$ cat src/rtl/if_fetch_queue.sv
// if_fetch_queue
//   Instruction-fetch front end feeding the IF/ID register. Owns the fetch PC,
//   issues one word fetch at a time over a req/gnt/rvalid handshake, and
//   buffers returned instructions (with their PC+4) in a show-ahead FIFO that
//   the ID stage drains under valid/ready. A branch redirect flushes the FIFO,
//   retires any in-flight fetch as stale and restarts fetching at the target.
//
// Ports
//   clk_i, rst_n            clock (rising edge), async active-low reset
//   redirect_i/_pc_i        taken branch/jump and its word-aligned target
//   imem_req_o/addr_o       fetch request and address (= fetch PC)
//   imem_gnt_i              request accepted this cycle
//   imem_rvalid_i/rdata_i   fetch response, at least one cycle after grant
//   instr_valid_o           FIFO head valid for ID
//   instr_o, pc_o           head instruction and its PC+4
//   instr_ready_i           ID accepts the head (0 = stall)
module if_fetch_queue #(
  parameter int unsigned DEPTH    = 4,
  parameter logic [31:0] RESET_PC = 32'h0000_0000
) (
  input  logic        clk_i,
  input  logic        rst_n,
  input  logic        redirect_i,
  input  logic [31:0] redirect_pc_i,
  output logic        imem_req_o,
  output logic [31:0] imem_addr_o,
  input  logic        imem_gnt_i,
  input  logic        imem_rvalid_i,
  input  logic [31:0] imem_rdata_i,
  output logic        instr_valid_o,
  output logic [31:0] instr_o,
  output logic [31:0] pc_o,
  input  logic        instr_ready_i
);

  localparam int unsigned PW = (DEPTH > 1) ? $clog2(DEPTH) : 1;
  localparam logic [PW:0] DEPTH_C = (PW+1)'(DEPTH);

  if (DEPTH < 2 || (DEPTH & (DEPTH - 1)) != 0) begin : g_depth_chk
    $error("if_fetch_queue: DEPTH must be a power of two >= 2");
  end

  typedef enum logic [1:0] {S_REQ, S_WAIT, S_DROP} state_t;

  state_t      state_q, state_d;
  logic [31:0] fetch_pc_q, fetch_pc_d;
  logic [31:0] req_pc_q, req_pc_d;
  logic        req, push, pop;

  logic [PW-1:0] rd_ptr_q, wr_ptr_q, rd_ptr_d;
  logic [PW:0]   count_q, count_d, count_left;
  logic [31:0]   instr_mem [DEPTH];
  logic [31:0]   pc_mem    [DEPTH];
  logic [31:0]   head_instr_q, head_pc_q;

  // ---------------------------------------------------------------------------
  // Fetch FSM
  // ---------------------------------------------------------------------------
  always_comb begin
    state_d    = state_q;
    fetch_pc_d = fetch_pc_q;
    req_pc_d   = req_pc_q;
    req        = 1'b0;
    push       = 1'b0;
    case (state_q)
      S_REQ: begin
        // rvalid here is never ours: it belongs to a fetch killed by reset
        req = (count_q < DEPTH_C) && !redirect_i;
        if (req && imem_gnt_i) begin
          req_pc_d   = fetch_pc_q;
          fetch_pc_d = fetch_pc_q + 32'd4;
          state_d    = S_WAIT;
        end
      end
      S_WAIT: begin
        if (redirect_i)
          state_d = imem_rvalid_i ? S_REQ : S_DROP;
        else if (imem_rvalid_i) begin
          push    = 1'b1;
          state_d = S_REQ;
        end
      end
      S_DROP: begin
        if (imem_rvalid_i) state_d = S_REQ;
      end
      default: state_d = S_REQ;
    endcase
    if (redirect_i) fetch_pc_d = redirect_pc_i;
  end

  assign imem_req_o  = req && rst_n;
  assign imem_addr_o = fetch_pc_q;

  always_ff @(posedge clk_i or negedge rst_n) begin
    if (!rst_n) begin
      state_q    <= S_REQ;
      fetch_pc_q <= RESET_PC;
      req_pc_q   <= '0;
    end else begin
      state_q    <= state_d;
      fetch_pc_q <= fetch_pc_d;
      req_pc_q   <= req_pc_d;
    end
  end

  // ---------------------------------------------------------------------------
  // Show-ahead FIFO
  // ---------------------------------------------------------------------------
  assign instr_valid_o = (count_q != '0) && !redirect_i;
  assign pop           = instr_valid_o && instr_ready_i;
  assign rd_ptr_d      = rd_ptr_q + PW'(pop);
  assign count_left    = count_q - (PW+1)'(pop);
  assign count_d       = count_left + (PW+1)'(push);

  always_ff @(posedge clk_i) begin
    if (push) begin
      instr_mem[wr_ptr_q] <= imem_rdata_i;
      pc_mem[wr_ptr_q]    <= req_pc_q + 32'd4;
    end
  end

  // Head is kept in its own register so the outputs hold their last value
  // when the FIFO drains or is flushed. If the FIFO would otherwise be empty
  // after this cycle's pop, the entry being pushed becomes the new head.
  always_ff @(posedge clk_i or negedge rst_n) begin
    if (!rst_n) begin
      count_q      <= '0;
      rd_ptr_q     <= '0;
      wr_ptr_q     <= '0;
      head_instr_q <= '0;
      head_pc_q    <= '0;
    end else if (redirect_i) begin
      count_q  <= '0;
      rd_ptr_q <= '0;
      wr_ptr_q <= '0;
    end else begin
      count_q  <= count_d;
      rd_ptr_q <= rd_ptr_d;
      wr_ptr_q <= wr_ptr_q + PW'(push);
      if (count_d != '0) begin
        if (push && count_left == '0) begin
          head_instr_q <= imem_rdata_i;
          head_pc_q    <= req_pc_q + 32'd4;
        end else begin
          head_instr_q <= instr_mem[rd_ptr_d];
          head_pc_q    <= pc_mem[rd_ptr_d];
        end
      end
    end
  end

  assign instr_o = head_instr_q;
  assign pc_o    = head_pc_q;

  // Requests are only issued with room left and count cannot rise while a
  // fetch is outstanding, so a push into a full FIFO is a design bug.
  a_no_overflow: assert property (@(posedge clk_i) disable iff (!rst_n)
    !(push && count_q == DEPTH_C));

endmodule

$ cat config.mk
export PLATFORM = sky130hd
export DESIGN_NAME = if_fetch_queue
export DESIGN_NICKNAME = d
export VERILOG_FILES = /design/src/rtl/if_fetch_queue.sv
export SDC_FILE = /design/constraint.sdc
export NUM_CORES = 1
export LEC_CHECK = 0
export ABC_AREA = 1
export BUFFER_PORTS_ARGS = -buffer_cell sky130_fd_sc_hd__buf_2
export CORE_ASPECT_RATIO = 0.6
export CORE_MARGIN = 10
export CORE_UTILIZATION = 33
export DETAILED_ROUTE_END_ITERATION = 6
export PLACE_DENSITY_LB_ADDON = 0.2
export SLEW_MARGIN = 20
export SYNTH_ARGS = -nofsm -noshare
export SYNTH_HDL_FRONTEND = slang
export SYNTH_SLANG_ARGS = --single-unit
$ cat constraint.sdc
create_clock -name clk_i -period 8.1 [get_ports clk_i]
set_clock_uncertainty 0.1 [all_clocks]
set_input_delay 1.62 -clock clk_i [delete_from_list [all_inputs] [get_ports clk_i]]
set_output_delay 1.62 -clock clk_i [all_outputs]
set_load 0.01 [all_outputs]
**After elaboration in Yosys (flattened, before gate mapping)**

Memories as Yosys holds them, arrays and structs flattened.
Cells that the tools add are included.

- Flip-flop bits (word level): 137
- Bits in latches: 0
- Bits in writable memories: 256
- Bits in read-only memories: 0
- Bits of input ports: 70
- Output and inout port bits: 98
- Logic and storage cells: 56
- Memories: 2

- Add/subtract/negate cells: 6
- Multipliers: 0
- Divide/modulo/power cells: 0
- $lt $le $gt $ge: 1
- Equality and inequality tests: 3
- Shifts and indexed selects: 0
- Mux-type cells: 19
- Bitwise logic cells: 1
- Reductions and logical operators: 16

Memory list:

| name | depth | width | rd ports | clocked after Yosys merged registers in | wr ports | line | text |
|---|---|---|---|---|---|---|---|
| instr_mem | 4 | 32 | 1 | 0 | 1 | 52 | `logic [31:0] instr_mem [DEPTH];` |
| pc_mem | 4 | 32 | 1 | 0 | 1 | 53 | `logic [31:0] pc_mem [DEPTH];` |

Operator list:

| kind | count |
|---|---|
| two-way mux 32 bit | 5 |
| adder 32 x 3 -> 32 bit (second input constant) | 2 |
| two-way mux 2 bit | 6 |
| logical AND 1 bit | 6 |
| two-way mux 1 bit | 6 |
| case mux 2 bit (3 select lines) | 1 |
| AND reduction 2 bit | 3 |
| nonzero test 3 bit | 2 |
| adder 2 x 1 -> 2 bit | 2 |
| nonzero test 2 bit | 2 |
| adder 3 x 1 -> 3 bit | 1 |
| logical NOT 3 bit | 1 |
| less-than comparator 3 bit (second input constant) | 1 |
| two-way mux 3 bit | 1 |
| subtractor 3 x 1 -> 3 bit | 1 |
| == test 2 x 1 -> 1 bit (second input constant) | 1 |
| == test 2 bit (second input constant) | 1 |
| logical NOT 2 bit | 1 |
| inequality test 2 bit (second input constant) | 1 |
| logical NOT 1 bit | 1 |
| inverter 1 bit | 1 |

**Logic depth before layout (Yosys ltp)**

Gate-level depths: netlist (run 1).

- Depth in word-level cells: 7
- Gate-level depth with buffers: 17
- Gate-level depth less buffers: 16

**Worst setup path before layout (run 1)**

No wires, ideal clock.

- Path type: input port to flip-flop
- Start: input redirect_i
- End: memory instr_mem[0][0], enable pin
- Setup time: 0.565 ns
- Data arrival time: 6.202 ns
- Required time: 7.435 ns
- Slack: 1.233 ns
- Cell stages on the path: 3
- Buffers on the path: 0
- Path through: inv_2 > nand3_2 > nor3_1

- Longest elaborated chain between the ends: 4

RTL lines:

| what | line | text |
|---|---|---|
| start: declaration | 23 | `input logic redirect_i,` |
| two-way mux 1 bit | 76 | `if (redirect_i)` |
| two-way mux 1 bit | 65 | `case (state_q)` |
| two-way mux 1 bit | 116 | `if (push) begin` |
| two-way mux 1 bit (not written as such) | 117 | `instr_mem[wr_ptr_q] <= imem_rdata_i;` |
| end: declaration | 52 |  |

Every way passes these cells.

**Worst setup path in the final report (run 1)**

- Start: input redirect_i
- End: register head_instr_q[15] (netlist: instr_o[15])

- Longest elaborated chain between the ends: 7
- Elaborated cells on any way between the ends: 15
- Classes of those cells: 3 x add/sub; 3 x mux; 1 x bitwise; 7 x reduce/logical; 1 x memory

RTL lines:

| what | line | text |
|---|---|---|
| logical NOT 1 bit | 109 | `assign instr_valid_o = (count_q != '0) && !redirect_i;` |
| logical AND 1 bit | 109 |  |
| logical AND 1 bit | 110 | `assign pop = instr_valid_o && instr_ready_i;` |
| subtractor 3 x 1 -> 3 bit | 112 | `assign count_left = count_q - (PW+1)'(pop);` |
| adder 3 x 1 -> 3 bit / logical NOT 3 bit (equally long branches) | 113, 141 |  |
| nonzero test 3 bit / logical AND 1 bit (equally long branches) | 140, 141 |  |
| AND reduction 2 bit (no line) / two-way mux 32 bit (equally long branches) | - |  |
| end signal: assignment | 142 | `head_instr_q <= imem_rdata_i;` |
| end signal: assignment | 145 | `head_instr_q <= instr_mem[rd_ptr_d];` |
| end: declaration | 54 | `logic [31:0] head_instr_q, head_pc_q;` |

Parallel ways exist; a longest one is shown, timed or not.
A chain may end at the register's enable or synchronous reset.

==> results of run 1 <==
[cell usage after synthesis (2+ instances only)]
cell | number | area, um^2
inv_2 | 3 | 11.3
nor2_4 | 2 | 22.5
buf_1 | 5 | 18.8
dfrtp_1 | 137 | 3430
clkbuf_1 | 14 | 52.6
inv_1 | 172 | 646
nand3b_1 | 72 | 541
o21ai_1 | 4 | 20.0
a22oi_1 | 23 | 173
o211ai_1 | 2 | 15.0
xor2_1 | 30 | 263
buf_4 | 13 | 97.6
nand2_2 | 3 | 18.8
nand3_2 | 2 | 20.0
edfxtp_1 | 256 | 7690
nor2_1 | 165 | 619
ha_1 | 6 | 75.1
nor2_2 | 4 | 25.0
buf_6 | 6 | 67.6
o21ai_0 | 57 | 285
nand3_1 | 168 | 841
nand2_1 | 678 | 2540
buf_2 | 52 | 260
nor3_1 | 17 | 85.1
a21oi_1 | 10 | 50.1
xnor2_1 | 10 | 87.6
o221ai_1 | 4 | 35.0
nand4_1 | 9 | 56.3
[per-layer routing]
metal	track usage (%)	vias up	routed length (um)
met3	3.70	66	3890
met2	23.7	367	22400
met4	3.00	6	771
li1	-	6577	-
met5	0	-	42
met1	23.3	6625	25300
[layout make-up]
| type | count | area share (%) |
|---|---|---|
| inverters | 175 | 3.14 |
| clock inverters | 16 | 0.712 |
| clock buffers | 62 | 5.77 |
| repair buffers | 187 | 4.74 |
| well taps | 714 | 4.27 |
| flip-flops and latches | 393 | 53.1 |
| multi-input cells | 1273 | 28.2 |
[where the power goes]
group	switching (mW)	internal (mW)	total, mW
Clock	0.810	1.10	1.91
Combinational	0.729	0.376	1.11
Sequential	0.239	2.44	2.68
[critical path, cell delays in order]
cell     delay, ps
buf_2          660
inv_2          220
nand3_2        240
inv_1           90
ha_1           200
ha_1           180
xnor2_1        200
nand3_1        160
nand2_4        500
buf_4          800
nor2_1         130
nand2_1        110
nand2_1         60
[cells by family (layout without fill, tap and decap cells)]
group | count (synthesis) | in the layout | synth area share, %
XOR/XNOR | 40 | 40 | 1.93
flip-flops | 393 | 393 | 61.3
adder cells (fa/ha/maj) | 6 | 6 | 0.414
AND/OR/NAND/NOR | 1124 | 1124 | 26.6
AO/OA/AOI/OAI | 103 | 103 | 3.38
buffers and inverters | 265 | 440 | 6.37
[worst paths after layout]
| kind | from | depth (start not counted) | endpoint | slack (ps) |
|---|---|---|---|---|
| worst min register to register | pc_o[5] | 2 | pc_o[5] | 370 |
| worst max register to register | count_q[0] | 14 | instr_o[15] | 4410 |
| worst max-delay path | redirect_i | 13 | instr_o[15] | 3200 |
| worst min-delay path | pc_o[5] | 2 | pc_o[5] | 370 |
| min in group asynchronous | rst_n | 1 | imem_addr_o[1] | 900 |
| max in group asynchronous | rst_n | 2 | req_pc_q[4] | 5830 |
[registers in the layout (all words and copies together) (netlist names)]
name and cells:
count_q 3, req_pc_q 32, instr_o 32, pc_o 32, state_q 2, wr_ptr_q 2
instr_mem 128, rd_ptr_q 2, pc_mem 128, imem_addr_o 32
[per-stage QoR]
| stage | cell area, um^2 | power, mW | instances | worst slack, ps | hold slack [ps] |
|---|---|---|---|---|---|
| after floorplan | 18100 | 3.31 | 1931 | 1230 | 366 |
| after global placement | 19600 | 3.84 | 2742 | 2680 | 357 |
| after detailed placement | 19600 | 3.85 | 2742 | 2630 | 360 |
| after CTS | 20900 | 5.77 | 2820 | 3220 | 377 |
| after global routing | 20900 | 6.02 | 2820 | 2890 | 405 |
| final | 20900 | 5.69 | 2820 | 3200 | 372 |
==> out/metrics.csv, run 1 <==
metric,value,unit
start_kind,input port,
route.detailed.drc,0,
syn2layout_area_growth,15.5,%
synthArstFlopShare,34.9,%
totalWireLength,52500,um
seq_area,11100,um^2
die_y,202,um
syn_inst,1931,
layout_commonest_cell,nand2_1,
grt_usage,15.9,%
clock_latency,550,ps
wire_per_inst,18.6,um
arrival,5240,ps
io_pins,168,
synth_cell_types,35,
n_antenna_cell,0,
worstSetupPathType,in -> reg,
power_density,272,nW/um^2
initial_core_util,33.4,%
num_vias,13600,
grt_pass1_wl,81800,um
synth_area,18100,um^2
vdd_drop_max,120,uV
synth_seq_area_share,61.3,%
clock-root-buffer,clkbuf_16,
hp-class,reg -> reg,
numCtsBuffers,42,
fin_util,38.6,%
chipWidth,323,um
tritoncts,done,
end_kind,flip-flop,
fmax,0.204,GHz
row_count,66,
hold_buffers,0,
nFillCells,5411,
status,"complete, no violations",
antenna_found_initial,3,
dieArea,65000,um^2
port_buffers,167,
p_leak,9.41,nW
h-tree-depth,2,
crit_fanout,72,
fin_crit,4900,ps
tightest_slew,970,ps
synth_edf_count,256,
period_share,60.5,%
drt_iter0_drc,1313,
syn_nets,2007,
path_clk_slew,60,ps
yosysWarnings,0,
hold_viol,0,
drive_gt1_share,13.0,%
fp.coreArea,54300,um^2
grt_pass1_vias,13500,
tns,0,ps
setup_viol,0,
cap_violations,0,
rsz0062_at_grt,false,
slew_viol_final,0,
required,8440,ps
grt_max_degree,76,
multiInputGateArea,5910,um^2
fin_nets,2148,
slew_headroom,35.3,%
via_per_inst,4.84,
clockBufferDepth,3,
cts_setup_buffers,0,
place_congestion,0.859,
grt_overflow,0,
synth-seq-cells,393,
syn_avg_cell_area,9.38,um^2
cts_resized,0,
first_pass_iters,5,
synth-main-ff-cell,edfxtp_1,
final_antenna_net_count,0,
dp_hpwl,32500,um
cts_sinks,393,
final_cell_mix,"nand2_1 (676), edfxtp_1 (256), inv_1 (172), nand3_1 (166), buf_2 (166)",
Power figures use the tool's default switching activity.
==> run 2, diff against run 1 <==
==> constraint.sdc (replaced) <==
create_clock -name clk_i -period 4.35 [get_ports clk_i]
set_clock_uncertainty 0.1 [all_clocks]
set_input_delay 0.87 -clock clk_i [delete_from_list [all_inputs] [get_ports clk_i]]
set_output_delay 0.87 -clock clk_i [all_outputs]
set_load 0.01 [all_outputs]
==> out/metrics.csv, run 2 (synthesis results as in run 1) <==
metric,value,unit,change
layout_commonest_cell,nand2_1,,
fin_nets,2160,,+0.56%
first_pass_iters,5,,unchanged
tritoncts,done,,
place_congestion,0.887,,+3.2%
dp_hpwl,32400,um,-0.30%
reg2regPathDepth,16,,+2
start_kind,input port,,
cts_setup_buffers,0,,unchanged
period_share,67.1,%,
grt_usage,15.9,%,-0.028 points
via_per_inst,4.75,,-1.8%
cts_resized,0,,unchanged
end_kind,output port,,
dieArea,65000,um^2,unchanged
crit_fanout,38,,-47%
hold_buffers,0,,unchanged
path_clk_slew,60,ps,about the same
grt_pass1_vias,13200,,-1.9%
initial_core_util,33.4,%,unchanged
drive_gt1_share,13.4,%,+0.41 points
final_cell_mix,"nand2_1 (676), edfxtp_1 (256), inv_1 (172), nand3_1 (166), buf_2 (166)",,
grt_pass1_wl,81100,um,-0.87%
totalWireLength,52000,um,-0.91%
fp.coreArea,54300,um^2,unchanged
drt_iter0_drc,967,,-26%
fin_crit,2920,ps,
h-tree-depth,2,,unchanged
worstSetupPathType,in -> out,,
fin_util,38.9,%,+0.32 points
num_vias,13500,,-1.4%
status,"complete, no violations",,
io_pins,168,,unchanged
numCtsBuffers,43,,+2.4%
final_antenna_net_count,0,,unchanged
port_buffers,167,,unchanged
clock_latency,550,ps,about the same
hp-class,in -> async,,
reg_top3,"instr_mem: 128 flops, pc_mem: 128 flops",,
hold_viol,0,,unchanged
tightest_slew,1020,ps,+48.6 ps
power_density,497,nW/um^2,+83%
seq_area,11100,um^2,unchanged
slew_viol_final,0,,unchanged
hold-worst-slack,110,ps,-262 ps
arrival,1950,ps,-3290 ps
route.detailed.drc,0,,unchanged
slew_headroom,31.7,%,-3.6 points
p_leak,9.48,nW,+0.81%
setup_viol,0,,unchanged
required,3380,ps,-5060 ps
grt_overflow,0,,unchanged
row_count,66,,unchanged
clock-root-buffer,clkbuf_16,,
clockBufferDepth,3,,unchanged
chipWidth,323,um,unchanged
cap_violations,0,,unchanged
cts_sinks,393,,unchanged
grt_max_degree,132,,+74%
wire_per_inst,18.4,um,-1.3%
antenna_found_initial,3,,unchanged
rsz0062_at_grt,false,,
die_y,202,um,unchanged
tns,0,ps,unchanged
vdd_drop_max,219,uV,+83%
syn2layout_area_growth,16.4,%,
fmax,0.342,GHz,
multiInputGateArea,5910,um^2,unchanged
nFillCells,5332,,-1.5%
-- run 2: cell types whose count changed in the layout (fill, tap and decap cells not counted), moves of 2 or more --
cell / delta
buf_12: +11
bufinv_16: -2
clkbuf_1: +2
clkbuf_8: -2
clkinv_1: -2
-- run 2: report_power, final --
| group | internal [mW] | leakage, nW | switching [mW] |
|---|---|---|---|
| Clock | 1.94 | 0.641 | 1.49 |
| Combinational | 0.721 | 4.82 | 1.38 |
| Sequential | 4.54 | 4.03 | 0.410 |
-- run 2: routing by layer --
layer  share of wire (%)  vias to the layer above  routed length, um  global-route usage (%)
met3                 5.7                       53               2970                    3.22
met1                  49                     6531              25500                    23.1
met2                  44                      262              22800                    24.3
met5               0.052                        -                 27                       0
li1                    -                     6601                  -                       -
met4                 1.3                        4                674                    2.79
-- run 2: worst max-delay path, cell delays in order --
cell and delay (ps):
buf_2 220, buf_4 390, nor2_1 140, and3_1 190
buf_2 140
-- run 2: worst paths after layout --
kind                                  from         endpoint  slack [ps]
worst max-delay path            redirect_i       imem_req_o        1430
worst min-delay path                 rst_n  imem_addr_o[28]         110
worst max register to register  count_q[2]         pc_o[29]        1480
worst min register to register  instr_o[8]       instr_o[8]         370
max in group asynchronous            rst_n         pc_o[14]        2870
min in group clk_i              instr_o[8]       instr_o[8]         370
-- run 2: stage by stage --
stage | instance area (um^2) | power, mW | std cells | setup slack (ps)
6_report | 21100 | 10.5 | 2831 | 1430
5_1_grt | 21100 | 11.1 | 2830 | 1250
4_1_cts | 21100 | 10.6 | 2830 | 1410
3_5_place_dp | 19800 | 7.18 | 2753 | 934
3_3_place_gp | 19800 | 7.15 | 2753 | 976
2_1_floorplan | 18100 | 6.16 | 1931 | -1770
-- run 2: area by class of cell --
cell class,count,area share [%]
Inverter,175,3.11
Multi-Input combinational cell,1273,28.0
Antenna cell,1,0.0119
Clock inverter,14,0.439
Timing Repair Buffer,198,5.75
Sequential cell,393,52.7
Tap cell,714,4.24
Clock buffer,63,5.75
